`config.mk`:
```
export PLATFORM = sky130hd
export DESIGN_NAME = hamming_secded_codec
export DESIGN_NICKNAME = d
export VERILOG_FILES = /design/src/rtl/hamming_secded_codec.sv
export SDC_FILE = /design/constraint.sdc
export NUM_CORES = 1
export LEC_CHECK = 0
export BUFFER_PORTS_ARGS = -buffer_cell sky130_fd_sc_hd__buf_2
export CORE_ASPECT_RATIO = 1.1
export CORE_UTILIZATION = 53
export DETAILED_ROUTE_END_ITERATION = 16
export GPL_TIMING_DRIVEN = 0
export PLACE_DENSITY_LB_ADDON = 0.08
export REMOVE_ABC_BUFFERS = 1
export SLEW_MARGIN = 5
export SYNTH_ARGS = -nofsm -noshare
export SYNTH_HDL_FRONTEND = slang
export SYNTH_SLANG_ARGS = --single-unit
export TNS_END_PERCENT = 5
```
`constraint.sdc`:
```
create_clock -name clk -period 1.9 [get_ports clk]
set_input_delay 0 -clock clk [delete_from_list [all_inputs] [get_ports clk]]
set_output_delay 0 -clock clk [all_outputs]
set_load 0.03 [all_outputs]
```
`src/rtl/hamming_secded_codec.sv`:
```
// Extended-Hamming SECDED encoder/decoder pair with valid/ready handshakes.
// Latency: encoder 1 cycle, decoder 2 cycles; both sustain one word per cycle.
// Backpressure: each channel stalls in place when its output is valid and not taken.
// Optional HAMMING_ERR_INJECT_EN: adds inj_mask, XORed into each encoded word.
module hamming_secded_codec #(
    parameter int DATA_W = 11,
    parameter int PAR_W  = 4,
    parameter int CNT_W  = 16
) (
    input  logic                    clk,
    input  logic                    rst,
    // encoder
    input  logic                    enc_in_valid,
    output logic                    enc_in_ready,
    input  logic [DATA_W-1:0]       enc_data_in,
    output logic                    enc_out_valid,
    input  logic                    enc_out_ready,
    output logic [DATA_W+PAR_W:0]   enc_code_out,
`ifdef HAMMING_ERR_INJECT_EN
    input  logic [DATA_W+PAR_W:0]   inj_mask,
`endif
    // decoder
    input  logic                    dec_in_valid,
    output logic                    dec_in_ready,
    input  logic [DATA_W+PAR_W:0]   dec_code_in,
    output logic                    dec_out_valid,
    input  logic                    dec_out_ready,
    output logic [DATA_W-1:0]       dec_data_out,
    output logic [1:0]              dec_status,
    output logic [PAR_W-1:0]        dec_err_pos,
    // statistics
    input  logic                    clr_cnt,
    output logic [CNT_W-1:0]        corr_cnt,
    output logic [CNT_W-1:0]        uncorr_cnt
);

    localparam int CODE_W = DATA_W + PAR_W + 1;

    localparam logic [1:0] ST_CLEAN = 2'b00;
    localparam logic [1:0] ST_CORR  = 2'b01;
    localparam logic [1:0] ST_DBL   = 2'b10;
    localparam logic [1:0] ST_RANGE = 2'b11;

    // Data bits go to non-power-of-two positions, LSB first; then Hamming
    // parity at powers of two; then bit 0 makes the whole word even parity.
    function automatic logic [CODE_W-1:0] f_encode(input logic [DATA_W-1:0] d);
        logic [CODE_W-1:0] c;
        logic              b;
        int                j;
        c = '0;
        j = 0;
        for (int i = 1; i < CODE_W; i++) begin
            if ((i & (i - 1)) != 0) begin
                if (j < DATA_W) c[i] = d[j];
                j++;
            end
        end
        for (int k = 0; k < PAR_W; k++) begin
            if ((1 << k) < CODE_W) begin
                b = 1'b0;
                for (int i = 1; i < CODE_W; i++) begin
                    if (((i >> k) & 1) == 1) b = b ^ c[i];
                end
                c[1 << k] = b;
            end
        end
        c[0] = ^c[CODE_W-1:1];
        return c;
    endfunction

    // Inverse of the data placement used by f_encode.
    function automatic logic [DATA_W-1:0] f_extract(input logic [CODE_W-1:0] c);
        logic [DATA_W-1:0] d;
        int                j;
        d = '0;
        j = 0;
        for (int i = 1; i < CODE_W; i++) begin
            if ((i & (i - 1)) != 0) begin
                if (j < DATA_W) d[j] = c[i];
                j++;
            end
        end
        return d;
    endfunction

    // XOR of the indices of all set bits above the overall-parity bit.
    function automatic logic [PAR_W-1:0] f_syndrome(input logic [CODE_W-1:0] c);
        logic [PAR_W-1:0] s;
        s = '0;
        for (int i = 1; i < CODE_W; i++) begin
            if (c[i]) s = s ^ PAR_W'(i);
        end
        return s;
    endfunction

    // ---------------- encoder ----------------
    logic              r_enc_vld;
    logic [CODE_W-1:0] r_enc_code;
    logic              w_enc_adv;
    logic [CODE_W-1:0] w_enc_word;

    assign w_enc_adv = !r_enc_vld || enc_out_ready;

`ifdef HAMMING_ERR_INJECT_EN
    assign w_enc_word = f_encode(enc_data_in) ^ inj_mask;
`else
    assign w_enc_word = f_encode(enc_data_in);
`endif

    // Single output register; holds the word while the consumer stalls.
    always_ff @(posedge clk) begin
        if (rst) begin
            r_enc_vld  <= 1'b0;
            r_enc_code <= '0;
        end else if (w_enc_adv) begin
            r_enc_vld <= enc_in_valid;
            if (enc_in_valid) r_enc_code <= w_enc_word;
        end
    end

    assign enc_in_ready  = w_enc_adv;
    assign enc_out_valid = r_enc_vld;
    assign enc_code_out  = r_enc_code;

    // ---------------- decoder ----------------
    logic              r_s1_vld;
    logic [CODE_W-1:0] r_s1_code;
    logic [PAR_W-1:0]  r_s1_syn;
    logic              r_s1_par;
    logic              r_dec_vld;
    logic [DATA_W-1:0] r_dec_data;
    logic [1:0]        r_dec_status;
    logic [PAR_W-1:0]  r_dec_pos;
    logic              w_dec_adv;
    logic              w_out_xfer;
    logic [CODE_W-1:0] w_fix_code;
    logic [1:0]        w_status;
    logic [PAR_W-1:0]  w_pos;

    // Whole pipeline moves together; an empty output stage always advances,
    // so bubbles never block a word waiting in S1.
    assign w_dec_adv  = !r_dec_vld || dec_out_ready;
    assign w_out_xfer = r_dec_vld && dec_out_ready;

    // S1: capture word with its syndrome and overall parity.
    always_ff @(posedge clk) begin
        if (rst) begin
            r_s1_vld  <= 1'b0;
            r_s1_code <= '0;
            r_s1_syn  <= '0;
            r_s1_par  <= 1'b0;
        end else if (w_dec_adv) begin
            r_s1_vld <= dec_in_valid;
            if (dec_in_valid) begin
                r_s1_code <= dec_code_in;
                r_s1_syn  <= f_syndrome(dec_code_in);
                r_s1_par  <= ^dec_code_in;
            end
        end
    end

    // Classify the S1 word and flip the single failing bit when correctable.
    always_comb begin
        w_fix_code = r_s1_code;
        w_status   = ST_CLEAN;
        w_pos      = '0;
        if (r_s1_par) begin
            if (r_s1_syn == '0) begin
                w_status = ST_CORR;
            end else if (int'(r_s1_syn) <= CODE_W - 1) begin
                w_status = ST_CORR;
                w_pos    = r_s1_syn;
                for (int i = 1; i < CODE_W; i++) begin
                    if (int'(r_s1_syn) == i) w_fix_code[i] = ~r_s1_code[i];
                end
            end else begin
                w_status = ST_RANGE;
            end
        end else if (r_s1_syn != '0) begin
            w_status = ST_DBL;
        end
    end

    // S2: registered corrected data and status; held stable while stalled.
    always_ff @(posedge clk) begin
        if (rst) begin
            r_dec_vld    <= 1'b0;
            r_dec_data   <= '0;
            r_dec_status <= ST_CLEAN;
            r_dec_pos    <= '0;
        end else if (w_dec_adv) begin
            r_dec_vld <= r_s1_vld;
            if (r_s1_vld) begin
                r_dec_data   <= f_extract(w_fix_code);
                r_dec_status <= w_status;
                r_dec_pos    <= w_pos;
            end
        end
    end

    assign dec_in_ready  = w_dec_adv;
    assign dec_out_valid = r_dec_vld;
    assign dec_data_out  = r_dec_data;
    assign dec_status    = r_dec_status;
    assign dec_err_pos   = r_dec_pos;

    // ---------------- counters ----------------
    logic [CNT_W-1:0] r_corr_cnt;
    logic [CNT_W-1:0] r_uncorr_cnt;

    // Saturating counts, bumped only when a decoded word is actually taken;
    // a clear beats a simultaneous increment.
    always_ff @(posedge clk) begin
        if (rst || clr_cnt) begin
            r_corr_cnt   <= '0;
            r_uncorr_cnt <= '0;
        end else if (w_out_xfer) begin
            if (r_dec_status == ST_CORR && r_corr_cnt != '1)
                r_corr_cnt <= r_corr_cnt + 1'b1;
            if (r_dec_status[1] && r_uncorr_cnt != '1)
                r_uncorr_cnt <= r_uncorr_cnt + 1'b1;
        end
    end

    assign corr_cnt   = r_corr_cnt;
    assign uncorr_cnt = r_uncorr_cnt;

endmodule

```
==> flow_metrics.env <==
export IMPL_status="finished, final reports clean"
export IMPL_max_freq_ghz=0.5697
export IMPL_synth_seq_cells=84
export IMPL_timing_rr_start="corr_cnt[3]$_SDFFE_PP0P_"
export IMPL_synth_async_reset_ratio_pct=0
export IMPL_rsz0062_at_grt="false"
export IMPL_min_from="dec_out_ready"
export IMPL_cp_required_ns=2.09
export IMPL_switching_share_pct=28.67
export IMPL_rrSetupSlack_ns=0.14
export IMPL_antenna_cells=0
export IMPL_final_common_cell="buf_2"
export IMPL_critical_path_class="flop to flop"
export IMPL_drive_above_1_share_pct=22.67
export IMPL_start_util_pct=54.55
export IMPL_arrival_ns=1.95
export IMPL_cts_tree="built"
export IMPL_peakVddDrop_mv=0.4540
export IMPL_maxSlewViolCount=0
export IMPL_coreArea_um2=7432
export IMPL_pwr_density_cell_nw_per_um2=746.8
export IMPL_synth_ff_type="dfxtp_1"
export IMPL_holdPathEnd="dec_out_valid$_SDFFE_PP0N_"
export IMPL_vias=3522
export IMPL_grt_max_degree=54
export IMPL_finalCritPeriodShare_pct=92.39
export IMPL_firstDrtPassIters=4
export IMPL_path_clk_slew_ns=0.07
export IMPL_synth_area_per_cell_um2=8.571
export IMPL_yosysUniqueCellTypes=46
export IMPL_finalCriticalPeriod_ns=1.755
export IMPL_htreeDepth=3
export IMPL_synth_cells=473
export IMPL_ys_seq_area_share_pct=41.48
export IMPL_r2r_cells=5
export IMPL_maxCapViolCount=0
export IMPL_reg2reg_to="corr_cnt[4]$_SDFFE_PP0P_"
export IMPL_cts_num_sinks=84
export IMPL_grt_pass1_vias=3254
export IMPL_clk_latency_ns=0.35
export IMPL_post_drt_wl_per_cell_um=12.88
export IMPL_combPwrFrac_pct=19.5
export IMPL_grt_ovfl_total=0
export IMPL_seqPwrFrac_pct=51.4
export IMPL_crit_fanout=6
export IMPL_synth_area_um2=4054
export IMPL_cp_end_kind="flop"
export IMPL_p_int_w=0.002657
export IMPL_leakage_nw=1.976
export IMPL_ant_nets=0
export IMPL_die_area_um2=8003
export IMPL_vias_per_cell=5.195
export IMPL_slew_headroom_pct=28.37
export IMPL_grt_usage_pct=22.72
export IMPL_hpwl_um=5865
export IMPL_cts_setup_buffers=0
export IMPL_p_clk_share_pct=29.1
export IMPL_place_gp_congestion=0.8305
export IMPL_yosysWarningCount=0
export IMPL_area_growth_pct=23.02
export IMPL_drc_errors=0
export IMPL_slowest_delay_ns=0.56
export IMPL_top_layer="met4"
export IMPL_tns_ns=0
export IMPL_p_switching_w=0.001068
export IMPL_layout_setup_ws_ns=0.1447
export IMPL_met2_length_um=4170
export IMPL_cts_max_path_buffers=2
export IMPL_nets=624
export IMPL_num_rows=33
export IMPL_cts_buffers=9
export IMPL_path_cells="nand3_1 > or4_4 > and4b_1 > xnor2_1 > nor2_1"
export IMPL_whs_ns=0.1865
export IMPL_wl_um=8731
export IMPL_layout_common_cells="102 x buf_2, 82 x dfxtp_1, 71 x nand2_1, 61 x nor2_1, 59 x xnor2_1"
export IMPL_cp_start_kind="flop"
export IMPL_min_path_type="input port to flop"
export IMPL_synth_edf_count=0
export IMPL_ys_top_cells_by_area="dfxtp_1 41%, xnor2_1 13%, nand2_1 6.6%"
export IMPL_drtIter0Drc=103
export IMPL_setup_viol=0
export IMPL_yosysTopAreaCell="dfxtp_1"
export IMPL_wl_met3_um=376
export IMPL_fp_dieW_um=85.39
export IMPL_grt_pass1_wl_um=14600
export IMPL_portBuffers=102
export IMPL_hold_viol=0
export IMPL_tightest_slew_ns=1.075
export IMPL_crit_slowest_cell="or4_4"
export IMPL_die_h_um=93.73
export IMPL_finClkSkew_ns=0.009174
export IMPL_cts_root_buf="clkbuf_8"
export IMPL_min_path_cells=3
export IMPL_boundaryPins=103
export IMPL_final_core_util_pct=67.10
export IMPL_wl_met1_um=4093
export IMPL_synth_top_area_share_pct=41.48
export IMPL_pre_cts_ws_ns=-0.1440
export IMPL_grt_antenna_before_repair=0
area by class of cell:
| class | count | area [µm²] |
|---|---|---|
| sequential | 84 | 1684 |
| clock buffer | 11 | 141.4 |
| multi-input combinational | 362 | 2268 |
| inverter | 5 | 18.77 |
| timing repair buffer | 126 | 750.7 |
| clock inverter | 3 | 15.01 |
| tap | 87 | 108.9 |
| fill | 624 | 2445 |
cell usage after synthesis, types with 2 or more instances:
library cell  number
nor4b_2            3
o2111ai_1          3
a21oi_1           41
nand4_1           10
inv_1              5
nand2b_1           4
or2_1              3
nor3_1            13
xnor2_1           59
nand3_1           13
or4_1              2
nor4_2             3
xnor3_1            2
or2_2              2
o211ai_1           3
dfxtp_1           84
xor2_1            16
nor4_1             2
buf_2              2
and4b_1            2
and3_1             6
nor2_1            61
and2_1             4
mux2i_1            3
a211oi_1          17
clkbuf_1          19
nand2_1           71
ha_1               2
what timing repair did:
item	CTS	global route
pin swaps	0	1
endpoints found under the setup margin	2	7
hold buffers	24	0
resized for setup	2	3
endpoints found under the hold margin	23	0
power by group through the flow:
stage               combinational (W)  sequential, W  clock (W)
floorplan                    0.000393        0.00205          0
global placement             0.000680        0.00195          0
detailed placement           0.000687        0.00196          0
CTS                          0.000725        0.00191    0.00112
global route                 0.000792        0.00193    0.00121
finish                       0.000725        0.00191    0.00109
registers in the layout, summed over array words and instances, names as in the netlist:
signal         cells
corr_cnt          16
dec_data_out      11
dec_err_pos        4
dec_out_valid      1
dec_status         2
enc_code_out      16
enc_out_valid      1
r_s1_code         11
r_s1_par           1
r_s1_syn           4
r_s1_vld           1
uncorr_cnt        16
metal layers:
| layer | vias up | GRT usage (%) |
|---|---|---|
| met1 | 1596 | 28.00 |
| met4 | 0 | 6.667 |
| met5 | - | 0 |
| met2 | 80 | 38.98 |
| met3 | 8 | 6.063 |
| li1 | 1838 | - |
worst max-delay path by stage:
stage / end / start / cells past startpoint / slack [ns]
finish: corr_cnt[4]$_SDFFE_PP0P_ / corr_cnt[3]$_SDFFE_PP0P_ / 5 / 0.14
CTS: corr_cnt[4]$_SDFFE_PP0P_ / corr_cnt[1]$_SDFFE_PP0P_ / 6 / 0.02
global route: corr_cnt[15]$_SDFFE_PP0P_ / dec_status[1]$_SDFFE_PP0P_ / 5 / 0.01
floorplan: corr_cnt[2]$_SDFFE_PP0P_ / corr_cnt[0]$_SDFFE_PP0P_ / 6 / -0.1
detailed placement: uncorr_cnt[2]$_SDFFE_PP0P_ / rst / 3 / -0.14
global placement: uncorr_cnt[2]$_SDFFE_PP0P_ / rst / 3 / -0.09
kinds of logic after synthesis:
family	Yosys count	share of synthesized area, %
AND/OR/NAND/NOR	208	25.62
AO/OA/AOI/OAI	70	10.49
adder cells (fa/ha/maj)	2	0.6172
XOR/XNOR	79	18.30
multiplexers	3	0.7408
flip-flops	84	41.48
buffers and inverters	27	2.747
metrics by stage:
step / power [W] / instances / cell area [µm²]
floorplan: 0.002446 / 451 / 3961
global placement: 0.002633 / 640 / 4581
detailed placement: 0.002642 / 640 / 4581
CTS: 0.003755 / 678 / 4982
global route: 0.003935 / 678 / 4987
finish: 0.003725 / 678 / 4987
worst max-delay path: cells and delay by family (launching register included):
kind | cells | cell delay, ns
AND/OR/NAND/NOR | 4 | 1.05
flip-flops | 1 | 0.43
XOR/XNOR | 1 | 0.13
Note: power is estimated with default switching activity, not from simulation.
